### config.mk
export PLATFORM = sky130hd
export DESIGN_NAME = seq_divider
export DESIGN_NICKNAME = d
export VERILOG_FILES = /design/src/rtl/seq_divider.sv
export SDC_FILE = /design/constraint.sdc
export NUM_CORES = 1
export LEC_CHECK = 0
export CORE_ASPECT_RATIO = 0.75
export CORE_MARGIN = 8
export CORE_UTILIZATION = 56
export DETAILED_ROUTE_END_ITERATION = 10
export PLACE_DENSITY = 0.92
export SLEW_MARGIN = 20
export SYNTH_ARGS = -nofsm -noshare
export SYNTH_HDL_FRONTEND = slang
export SYNTH_SLANG_ARGS = --single-unit
### constraint.sdc
create_clock -name clk_i -period 3.3 [get_ports clk_i]
set_input_delay 0.825 -clock clk_i [delete_from_list [all_inputs] [get_ports clk_i]]
set_output_delay 0.825 -clock clk_i [all_outputs]
set_load 0.02 [all_outputs]
### src/rtl/seq_divider.sv
// Sequential restoring divider: 8-bit dividend / 4-bit divisor, one quotient bit per clock.
// Start/busy/done handshake; divide-by-zero short-circuits straight to the done pulse.
module seq_divider (
    input  logic       clk_i,
    input  logic       reset_i,
    input  logic       start_i,
    input  logic [7:0] dividend_i,
    input  logic [3:0] divisor_i,
    output logic [7:0] quotient_o,
    output logic [3:0] remainder_o,
    output logic       busy_o,
    output logic       done_o,
    output logic       div_by_zero_o
);

    localparam int unsigned DW = 8;
    localparam int unsigned VW = 4;
    localparam int unsigned RW = VW + 1;
    localparam int unsigned CW = 3;

    localparam logic [1:0] IDLE = 2'd0;
    localparam logic [1:0] CALC = 2'd1;
    localparam logic [1:0] DONE = 2'd2;

    logic [1:0]    state_q, state_d;
    logic [RW-1:0] r_q, r_d;
    logic [DW-1:0] q_q, q_d;
    logic [VW-1:0] d_q, d_d;
    logic [CW-1:0] count_q, count_d;
    logic [DW-1:0] quot_q, quot_d;
    logic [VW-1:0] rem_q, rem_d;
    logic          busy_q, busy_d;
    logic          done_q, done_d;
    logic          dbz_q, dbz_d;

    // One restoring step: shift {R,Q} left, trial-subtract D, keep on non-negative.
    logic [RW:0]   r_sh_c;
    logic          ge_c;
    logic [RW-1:0] r_next_c;
    logic [DW-1:0] q_next_c;

    always_comb begin
        r_sh_c   = {r_q, q_q[DW-1]};
        ge_c     = (r_sh_c >= (RW+1)'(d_q));
        r_next_c = ge_c ? RW'(r_sh_c - (RW+1)'(d_q)) : RW'(r_sh_c);
        q_next_c = {q_q[DW-2:0], ge_c};
    end

    always_ff @(posedge clk_i or posedge reset_i) begin
        if (reset_i) begin
            state_q <= IDLE;
            r_q     <= '0;
            q_q     <= '0;
            d_q     <= '0;
            count_q <= '0;
            quot_q  <= '0;
            rem_q   <= '0;
            busy_q  <= 1'b0;
            done_q  <= 1'b0;
            dbz_q   <= 1'b0;
        end else begin
            state_q <= state_d;
            r_q     <= r_d;
            q_q     <= q_d;
            d_q     <= d_d;
            count_q <= count_d;
            quot_q  <= quot_d;
            rem_q   <= rem_d;
            busy_q  <= busy_d;
            done_q  <= done_d;
            dbz_q   <= dbz_d;
        end
    end

    always_comb begin
        state_d = state_q;
        r_d     = r_q;
        q_d     = q_q;
        d_d     = d_q;
        count_d = count_q;
        quot_d  = quot_q;
        rem_d   = rem_q;
        dbz_d   = dbz_q;

        case (state_q)
            IDLE: begin
                if (start_i) begin
                    if (divisor_i != '0) begin
                        r_d     = '0;
                        q_d     = dividend_i;
                        d_d     = divisor_i;
                        count_d = '0;
                        dbz_d   = 1'b0;
                        state_d = CALC;
                    end else begin
                        quot_d  = '1;
                        rem_d   = '0;
                        dbz_d   = 1'b1;
                        state_d = DONE;
                    end
                end
            end
            CALC: begin
                r_d     = r_next_c;
                q_d     = q_next_c;
                count_d = count_q + CW'(1);
                if (count_q == CW'(7)) begin
                    quot_d  = q_next_c;
                    rem_d   = r_next_c[VW-1:0];
                    state_d = DONE;
                end
            end
            DONE:    state_d = IDLE;
            default: state_d = IDLE;
        endcase

        // Handshake flags are registered copies of the state being entered.
        busy_d = (state_d == CALC);
        done_d = (state_d == DONE);
    end

    assign quotient_o    = quot_q;
    assign remainder_o   = rem_q;
    assign busy_o        = busy_q;
    assign done_o        = done_q;
    assign div_by_zero_o = dbz_q;

endmodule

After elaboration in Yosys (flattened, before gate mapping)
Cells that the tools add are included.
- output and inout port bits: 15
- input port bits: 15
- bits in registers: 37
- reduce and logical (&&, ||, !) cells: 7
- $add $sub $neg: 2
- order comparisons: 1
- mux-type cells: 23
- equal/unequal tests: 8
- operators with widths (kind ; number):
    $mux W8 ; 5
    $pmux W8 S2 ; 2
    $mux W5 ; 3
    $mux W4 ; 3
    $pmux W5 S2 ; 1
    $ne A2 B2 Y1 const B ; 4
    $pmux W4 S2 ; 1
    $ge A6 B4 Y1 ; 1
    $mux W2 ; 3
    $mux W3 ; 2
    $pmux W3 S2 ; 1
    $reduce_and A3 Y1 ; 2
    $sub A5 B4 Y5 ; 1
    $eq A2 B1 Y1 const B ; 2
    $pmux W2 S2 ; 1
    $reduce_and A4 Y1 ; 1
    $reduce_bool A4 Y1 ; 1
    $add A3 B1 Y3 const B ; 1
    $eq A3 B3 Y1 const B ; 1
    $eq A2 B2 Y1 const B ; 1
    $logic_not A2 Y1 ; 1
    $reduce_and A2 Y1 ; 1
    $reduce_bool A2 Y1 ; 1
    $mux W1 ; 1

Depth between registers and ports, before layout
Gate-level depths: netlist (run 1).
- depth in word-level cells: 5
- depth in mapped cells: 8
- gate-level depth less buffers: 8

Worst setup path before layout (run 1)
Ideal clock, no wire load.
- kind: input-to-reg
- start: in divisor_i[0]
- end: reg quot_q[0] (netlist: quotient_o[0])
- data arrival time: 2.232 ns
- path slack: 0.929 ns
- data required time: 3.161 ns
- stages: 5
- path through: or4_4 or3b_4 a21oi_4 clkbuf_8 a31oi_1
- cells in the longest elaborated chain, start to end: 3
- ends and longest elaborated chain (what ; line ; text):
    start: declaration ; 8 ; input logic [3:0] divisor_i,
    $reduce_bool A4 Y1 ; 88 ; if (divisor_i != '0) begin
    $ne A2 B2 Y1 (no line) ; - ;
    $reduce_and A4 Y1 (no line) ; - ;
    end signal: assignment ; 67 ; quot_q <= quot_d;
    end: declaration ; 30 ; logic [DW-1:0] quot_q, quot_d;
No other way between the ends.
A chain may end at the register's enable or synchronous reset.

Worst setup path after layout (run 1)
Same ends and word-level chain as after synthesis.

==> summary.txt, run 1 <==
Pwr
  • Final Power: roughly 0.0023 W
  • Max VDD drop: around 0.00053 V
  • Leakage: 0.929 nW
  • Power per cell area: 1070 nW/um2

Final layout
  • Most frequent cells in the layout: 37 x dfrtp_1, 30 x nor2_1, 29 x clkdlybuf4s50_1, 24 x nand2_1, 10 x inv_1
  • Post-Layout Inst Area: ~2100 um2
  • Layout cells sized above 1: 0.117
  • Fillers: ~210
  • Most common cell after layout, fill and taps aside: dfrtp_1
  • P&R area growth vs syn: 22.4%
  • # diodes: 0
  • Nets: around 230

Timing
  • RSZ-0062 raised after global routing: no
  • Worst hold slack: 0.486 ns
  • Crit path time final: approximately 2.7 ns
  • Fmax: between 300 and 400 MHz
  • Final setup fails: 0
  • Max-Slew Margin vs Limit: 0.303
  • Hold Vio Cnt, Final: 0
  • Fin crit share: 0.829
  • Setup TNS: 0 ns
  • Pins Over Slew Limit: 0
  • Slew @ Worst Pin: between 1 and 1.5 ns
  • Setup Skew: between 0.003 and 0.004 ns

Clock tree
  • Setup Buffers After CTS: 0
  • CTS Hold Bufs: 0
  • Clock Tree Root: clkbuf_8
  • CTS tree: yes
  • Reg clk slew, reported paths: about 0.07 ns
  • TritonCTS Buffers: 5
  • Clock Path Buffers: 2
  • Clk sinks: 37
  • # resized after CTS: 0
  • Clock Latency Late Sink: 0.29 ns
  • H-tree Lvls: 2

Setup path
  • CP startpoint kind: input pin
  • Critical path endpoint category: flip-flop
  • CP max-delay cell: or4_4
  • WP data required: between 3 and 4 ns
  • Crit path cell chain: clkdlybuf4s50_1, or4_4, or3b_4, a21oi_4, buf_4, nor2_1, a31oi_1
  • CP arrival: about 2.9 ns
  • Max FO, Critical Path: 21
  • Crit Path Class: in -> reg
  • Critical path's largest stage delay: between 0.5 and 0.6 ns
  • CP delay by family, top: simple AND/OR/NAND/NOR gates
  • Buffer and inverter count on the worst path: 2

Place
  • GPL Wtd Cong: 0.809
  • I/O Buffers: 29
  • Post-DP HPWL: approximately 2800 um
  • Placement Cell Area: around 2000 um2

Floorplanning
  • Die Wd: 80.3 um
  • Die ar.: 5160 um2
  • Initial Util: 0.587
  • I/O Pins: 30
  • Num rows: 17
  • Die Span Y: about 64 um
  • Core ar.: around 3000 um2

Synth
  • Mapped Nets: a little under 200
  • Syn Std Cell Area: between 1500 and 2000 um2
  • Register area share after synthesis: 0.533
  • Warnings, synthesis: 0
  • Synth unique cells: 29
  • Post-synth EDFFs: 0
  • Post-synthesis cell count: 173
  • Seq cells post-synth: 37
  • Mean Syn Cell Area: about 10 um2
  • Ys async rst share: 1.00
  • Synth Flop Type: dfrtp_1

Global routing
  • First-pass GRT wire length: about 6500 um
  • Total gr overflow: 0
  • Vias in the first global route: ~1400
  • All-Layer GR Usage: 0.161
  • Initial antenna violation count: 0
  • Largest net degree at the start of global routing: 38

Drt
  • WL per Instance: roughly 16 um
  • DR iter-0 viols: 85
  • WL final: between 3000 and 4000 um
  • Antenna-violating nets left: 0
  • Drt first pass iters: 4
  • DRC violation count after routing: 0
  • DR vias: around 1400
  • Via density: 5.63

Job
  • Max Cap Viol: 0

Min path
  • Hold WC Path Type: reg -> reg

Run status
  • Status: finished, final reports clean
==> cell type report <==
cell class	count	area, um2	area share
flip-flops and latches	37	926	0.436
multi-input cells	119	729	0.343
repair buffers	31	305	0.144
clock buffers	8	80.1	0.0377
well taps	38	47.5	0.0224
inverters	10	37.5	0.0177
==> per-stage QoR <==
| step | instances | setup WS [ns] | utilization |
|---|---|---|---|
| floorplan | 173 | 0.929 | - |
| global placement | 235 | 0.381 | 0.692 |
| detailed placement | 235 | 0.322 | 0.692 |
| CTS | 243 | 0.571 | 0.719 |
| global route | 243 | 0.467 | 0.719 |
| finish | 243 | 0.565 | 0.719 |
==> metal layers <==
metal	part of all wire	GRT usage	routed length (um)
met1	0.42	0.192	1600
met2	0.50	0.264	1870
met3	0.064	0.0475	241
met4	0.015	0.0679	58
met5	0	0	0
==> synth_stat cells (all sizes together), types with 2 or more instances <==
library cell,count,area share
a21oi,14,0.062
nor2,30,0.065
inv,10,0.022
dfrtp,37,0.53
nand2b,2,0.0072
nand2,24,0.052
mux2,6,0.039
a22o,2,0.010
o22ai,5,0.018
clkbuf,6,0.019
ha,6,0.043
a31oi,8,0.029
mux2i,2,0.012
o21ai,9,0.026
==> registers in the layout, indices dropped and copies added (netlist names) <==
signal	cells
busy_o	1
count_q	3
d_q	4
div_by_zero_o	1
done_o	1
q_q	8
quotient_o	8
r_q	5
remainder_o	4
state_q	2
==> worst register-to-register path, stage by stage, from the launching register on <==
cell and delay [ns]:
dfrtp_1 0.35, inv_1 0.07, ha_1 0.22, fa_1 0.40, nand2b_1 0.16, a21oi_1 0.21
nor2_1 0.19, mux2_2 0.32, o22ai_1 0.14
==> final timing paths <==
kind                                         from                   endpoint  slack, ns  cells past startpoint
hold / removal             count_q[0]$_DFFE_PP0P_     count_q[0]$_DFFE_PP0P_       0.49                      1
max in group asynchronous                 reset_i     count_q[1]$_DFFE_PP0P_       2.03                      3
setup / recovery                     divisor_i[0]  quotient_o[0]$_DFFE_PP0P_       0.57                      7
hold reg to reg            count_q[0]$_DFFE_PP0P_     count_q[0]$_DFFE_PP0P_       0.49                      1
min in group asynchronous                 reset_i  quotient_o[2]$_DFFE_PP0P_       0.95                      3
setup reg to reg               q_q[7]$_DFFE_PP0P_         r_q[0]$_DFFE_PP0P_       1.15                      8
==> cells by family after synthesis <==
logic type | Yosys count | synth area share
mux | 8 | 0.0504
xor+xnor | 2 | 0.0101
compound gates | 40 | 0.153
flops | 37 | 0.533
simple gates | 62 | 0.151
fa+ha+maj | 7 | 0.0548
buf+inv | 17 | 0.0468
==> report_power, final <==
group,total (W),switching [W],internal [W]
Sequential,0.000804,0.000141,0.000662
Combinational,0.00117,0.000653,0.000519
Clock,0.000296,0.000147,0.000150
Power figures use the tool's default switching activity.
==> inputs of run 2 (changes only) <==
CORE_UTILIZATION = 47   (was 56)
PLACE_DENSITY = 0.83   (was 0.92)
clock period = 2.2 ns   (was 3.3 ns; I/O delays follow)
==> summary.txt, run 2 (synthesis gave the netlist of run 1 again) <==
Drt
  • DRC violation count after routing: 0
  • DR vias: 1341
  • DR iter-0 viols: 65
  • Drt first pass iters: 4
  • WL final: 3650 um
  • WL per Instance: roughly 14 um
  • Via density: about 5.0
  • Antenna-violating nets left: 0

Pwr
  • Clock power share: 0.132
  • Leakage: ~1 nW
  • Psw: between 0.001 and 0.0015 W
  • Switching share of power: 0.405
  • Power per cell area: between 1500 and 2000 nW/um2
  • Logic pwr share: 0.530
  • Max VDD drop: about 0.00084 V
  • Internal power: 0.00211 W
  • Sequential Power Share: 0.338

Min path
  • Hold WC Path Type: reg -> reg
  • WHS Path Cells: 1

Setup path
  • CP max-delay cell: or4_4
  • Max FO, Critical Path: 5
  • Crit Path Class: in -> reg
  • Crit path cell chain: dlygate4sd2_1, or4_4, or3b_4, a21oi_4, buf_6, nor2_2, a31oi_1
  • WP data required: roughly 2.4 ns
  • CP startpoint kind: input pin
  • R2R depth: 8
  • CP arrival: about 2.3 ns
  • Critical path's largest stage delay: about 0.52 ns
  • Critical path endpoint category: flip-flop

Global routing
  • All-Layer GR Usage: 0.138
  • First-pass GRT wire length: approximately 6000 um
  • Largest net degree at the start of global routing: 38
  • Vias in the first global route: roughly 1300
  • Initial antenna violation count: 0
  • Total gr overflow: 0

Final layout
  • Post-Layout Inst Area: 2260 um2
  • Most common cell after layout, fill and taps aside: dfrtp_1
  • P&R area growth vs syn: 30.3%
  • Most frequent cells in the layout: 37 x dfrtp_1, 27 x nor2_1, 25 x clkdlybuf4s50_1, 23 x nand2_1, 10 x inv_1
  • # diodes: 0
  • Nets: ~240
  • Fillers: 278
  • Layout cells sized above 1: 0.187
  • Post-Layout Cell Count: roughly 270

Place
  • DP Cell Count: roughly 260
  • Placement Cell Area: about 2100 um2
  • I/O Buffers: 29
  • Post-DP HPWL: approximately 2600 um
  • GPL Wtd Cong: ~0.8

Timing
  • Pins Over Slew Limit: 0
  • Setup Skew: 0.00181 ns
  • Fmax: between 400 and 500 MHz
  • Crit path time final: between 2 and 2.5 ns
  • Hold Vio Cnt, Final: 0
  • Max-Slew Margin vs Limit: 0.584
  • Final setup fails: 0
  • Slew @ Worst Pin: around 0.62 ns
  • Fin crit share: 0.959

Floorplanning
  • Num rows: 19
  • Die Span Y: 68.6 um
  • I/O Pins: 30
  • Die Wd: approximately 86 um
  • Initial Util: 0.484
  • Die ar.: around 5900 um2
  • Core ar.: 3590 um2

Job
  • Max Cap Viol: 0

Clock tree
  • Reg clk slew, reported paths: roughly 0.07 ns
  • H-tree Lvls: 2
  • Clock Latency Late Sink: about 0.29 ns
  • Setup Buffers After CTS: 0
  • Clk sinks: 37
  • TritonCTS Buffers: 5
  • CTS Hold Bufs: 0
  • Clock Path Buffers: 2
  • Clock Tree Root: clkbuf_8
  • CTS tree: yes

Run status
  • Status: finished, final reports clean
-- run 2: cell types whose count changed in the layout (fill, tap and decap cells not counted), sizes merged --
cell and delta:
dlygate4sd2 +2, buf +10, dlymetal6s2s +1, clkdlybuf4s15 +1
clkdlybuf4s50 -4, clkbuf -1
-- run 2: per-stage QoR --
| stage | hold WS [ns] | utilization | total power [W] | worst slack (ns) | TNS (ns) |
|---|---|---|---|---|---|
| floorplan | 0.446 | - | 0.00244 | 0.104 | 0 |
| global placement | 0.465 | 0.595 | 0.00298 | -0.340 | -7.67 |
| detailed placement | 0.470 | 0.595 | 0.00303 | -0.384 | -9.25 |
| CTS | 0.480 | 0.625 | 0.00353 | 0.0237 | 0 |
| global route | 0.527 | 0.630 | 0.00385 | -0.00350 | -0.00350 |
| finish | 0.478 | 0.630 | 0.00355 | 0.0901 | 0 |
-- run 2: power by group through the flow --
stage / logic (W) / clock network [W] / registers, W
global route: 0.00210 / 0.000511 / 0.00124
CTS: 0.00185 / 0.000479 / 0.00120
finish: 0.00188 / 0.000468 / 0.00120
global placement: 0.00177 / 0 / 0.00120
detailed placement: 0.00183 / 0 / 0.00121
floorplan: 0.00116 / 0 / 0.00128
-- run 2: worst max-delay path: cells and delay by family --
kind            cells  cell delay (ns)
compound gates      2             0.40
buf+inv             2             0.40
simple gates        3             0.98
-- run 2: layout make-up --
type,instances,area (um2),share of cell area
Clock buffer,7,86.3,0.0382
Tap cell,52,65.1,0.0288
Timing Repair Buffer,41,404,0.179
Multi-Input combinational cell,119,743,0.329
Inverter,10,37.5,0.0166
Sequential cell,37,926,0.409
-- run 2: worst paths after layout --
path | startpoint | endpoint | slack (ns)
hold / removal | count_q[0]$_DFFE_PP0P_ | count_q[0]$_DFFE_PP0P_ | 0.48
max in group asynchronous | reset_i | q_q[0]$_DFFE_PP0P_ | 1.21
min in group asynchronous | reset_i | r_q[2]$_DFFE_PP0P_ | 0.67
hold reg to reg | count_q[0]$_DFFE_PP0P_ | count_q[0]$_DFFE_PP0P_ | 0.48
setup reg to reg | q_q[7]$_DFFE_PP0P_ | r_q[1]$_DFFE_PP0P_ | 0.13
setup / recovery | divisor_i[3] | quotient_o[0]$_DFFE_PP0P_ | 0.09
-- run 2: timing repair --
item,in CTS,in global routing
gates cloned,2,0
pin swaps,3,3
setup endpoints to repair,14,19
gates resized for setup,8,7
-- run 2: metal layers --
| layer | GRT usage | wire length (um) |
|---|---|---|
| met4 | 0.0385 | 43 |
| met2 | 0.209 | 1680 |
| met3 | 0.0615 | 274 |
| met1 | 0.176 | 1660 |
| met5 | 0 | 0 |
==> inputs of run 3 (changes only) <==
SETUP_SLACK_MARGIN = 0.05   (was not set)
==> summary.txt, run 3 (synthesis gave the netlist of run 1 again) <==
Run status
  • Status: finished, final reports clean

Floorplanning
  • Die ar.: 5920 um2
  • Core ar.: between 3000 and 4000 um2
  • Die Wd: ~86 um
  • Initial Util: 0.484
  • Die Span Y: 68.6 um
  • I/O Pins: 30
  • Num rows: 19

Drt
  • DR iter-0 viols: 78
  • Drt first pass iters: 4
  • DR vias: approximately 1400
  • WL final: roughly 3700 um
  • DRC violation count after routing: 0
  • Antenna-violating nets left: 0
  • Via density: approximately 5.1
  • WL per Instance: ~14 um

Final layout
  • Most common cell after layout, fill and taps aside: dfrtp_1
  • P&R area growth vs syn: 30.6%
  • Nets: approximately 240
  • Most frequent cells in the layout: 37 x dfrtp_1, 27 x nor2_1, 25 x clkdlybuf4s50_1, 24 x nand2_1, 10 x inv_1
  • Fin util: 0.632
  • # diodes: 0
  • Layout cells sized above 1: 0.187
  • Post-Layout Inst Area: roughly 2300 um2

Setup path
  • Max FO, Critical Path: 5
  • Crit Path Class: in -> reg
  • WP data required: roughly 2.4 ns
  • Critical path endpoint category: flip-flop
  • CP startpoint kind: input pin
  • Reg2reg start: q_q[7]$_DFFE_PP0P_
  • CP arrival: approximately 2.3 ns
  • FF-to-FF setup slack: approximately 0.16 ns
  • Critical Path Source: divisor_i[2]

Timing
  • Setup TNS: 0 ns
  • RSZ-0062 raised after global routing: no
  • Setup Skew: roughly 0.0016 ns
  • Fin crit share: 0.940
  • Crit path time final: approximately 2.1 ns
  • Hold Vio Cnt, Final: 0
  • Fmax: around 480 MHz
  • Slew @ Worst Pin: about 0.6 ns
  • Pins Over Slew Limit: 0
  • Max-Slew Margin vs Limit: 0.588
  • Final setup fails: 0

Global routing
  • Total gr overflow: 0
  • First-pass GRT wire length: 6200 um
  • Vias in the first global route: 1345
  • Met3 GRT Util: 0.0615
  • M1 GR Usage: 0.177
  • Largest net degree at the start of global routing: 38
  • Initial antenna violation count: 0
  • GR peak layer: met2
  • All-Layer GR Usage: 0.138
  • GRT met2 Usage: 0.209

Place
  • Placement Cell Area: between 2000 and 2500 um2
  • I/O Buffers: 29
  • Post-DP HPWL: roughly 2600 um
  • GPL Wtd Cong: about 0.79

Min path
  • Hold WC Path Type: reg -> reg
  • Hold_sp: count_q[0]$_DFFE_PP0P_

Pwr
  • Power per cell area: roughly 1600 nW/um2
  • Leakage: 1.00 nW
  • Max VDD drop: between 0.0008 and 0.0009 V

Clock tree
  • H-tree Lvls: 2
  • Clock Path Buffers: 2
  • Clock Tree Root: clkbuf_8
  • Clock Latency Late Sink: slightly below 0.3 ns
  • Reg clk slew, reported paths: about 0.06 ns
  • Clk sinks: 37
  • CTS tree: yes
  • TritonCTS Buffers: 5
  • CTS Hold Bufs: 0

Job
  • Max Cap Viol: 0
-- run 3: worst paths after layout --
| kind | to | cells after the start |
|---|---|---|
| setup / recovery | remainder_o[3]$_DFFE_PP0P_ | 6 |
| max in group asynchronous | q_q[0]$_DFFE_PP0P_ | 3 |
| hold / removal | count_q[0]$_DFFE_PP0P_ | 1 |
| hold reg to reg | count_q[0]$_DFFE_PP0P_ | 1 |
| setup reg to reg | r_q[1]$_DFFE_PP0P_ | 8 |
| min in group asynchronous | r_q[2]$_DFFE_PP0P_ | 3 |
-- run 3: stage by stage --
| stage | std cells | power, W | setup WS (ns) | hold WS [ns] |
|---|---|---|---|---|
| final | 266 | 0.00358 | 0.131 | 0.478 |
| after floorplan | 173 | 0.00244 | 0.104 | 0.446 |
| after detailed placement | 257 | 0.00303 | -0.384 | 0.470 |
| after global placement | 257 | 0.00298 | -0.340 | 0.465 |
| after CTS | 266 | 0.00354 | 0.0576 | 0.480 |
| after global routing | 266 | 0.00387 | 0.0312 | 0.527 |
-- run 3: repair_timing --
action / CTS / global route
resized for setup: 10 / 7
cloned: 2 / 0
setup buffers: 0 / 0
setup endpoints to repair: 21 / 17
pin swaps: 3 / 4
-- run 3: power by group --
group	switching (W)	leakage, nW	internal (W)
Combinational	0.00103	0.523	0.000880
Sequential	0.000209	0.434	0.000993
Clock	0.000221	0.0443	0.000248
-- run 3: final cells by class --
cell class | instances | area, um2
Clock buffer | 7 | 86.3
Tap cell | 52 | 65.1
Sequential cell | 37 | 926
Timing Repair Buffer | 41 | 405
Inverter | 10 | 37.5
Fill cell | 275 | 1320
Multi-Input combinational cell | 119 | 748
-- run 3: worst max-delay path, cell delays in order --
cell           delay, ns
dlygate4sd2_1       0.25
or4_4               0.49
or3b_4              0.43
a21oi_4             0.25
nand2_1             0.16
o22ai_1             0.15
-- run 3: layer usage --
layer  routed length, um  vias to the layer above  share of wire
li1                    -                      665              -
met1                1700                      656           0.46
met2                1670                       36           0.45
met3                 275                        5          0.074
met4                  44                        0          0.012
met5                   0                        -              0
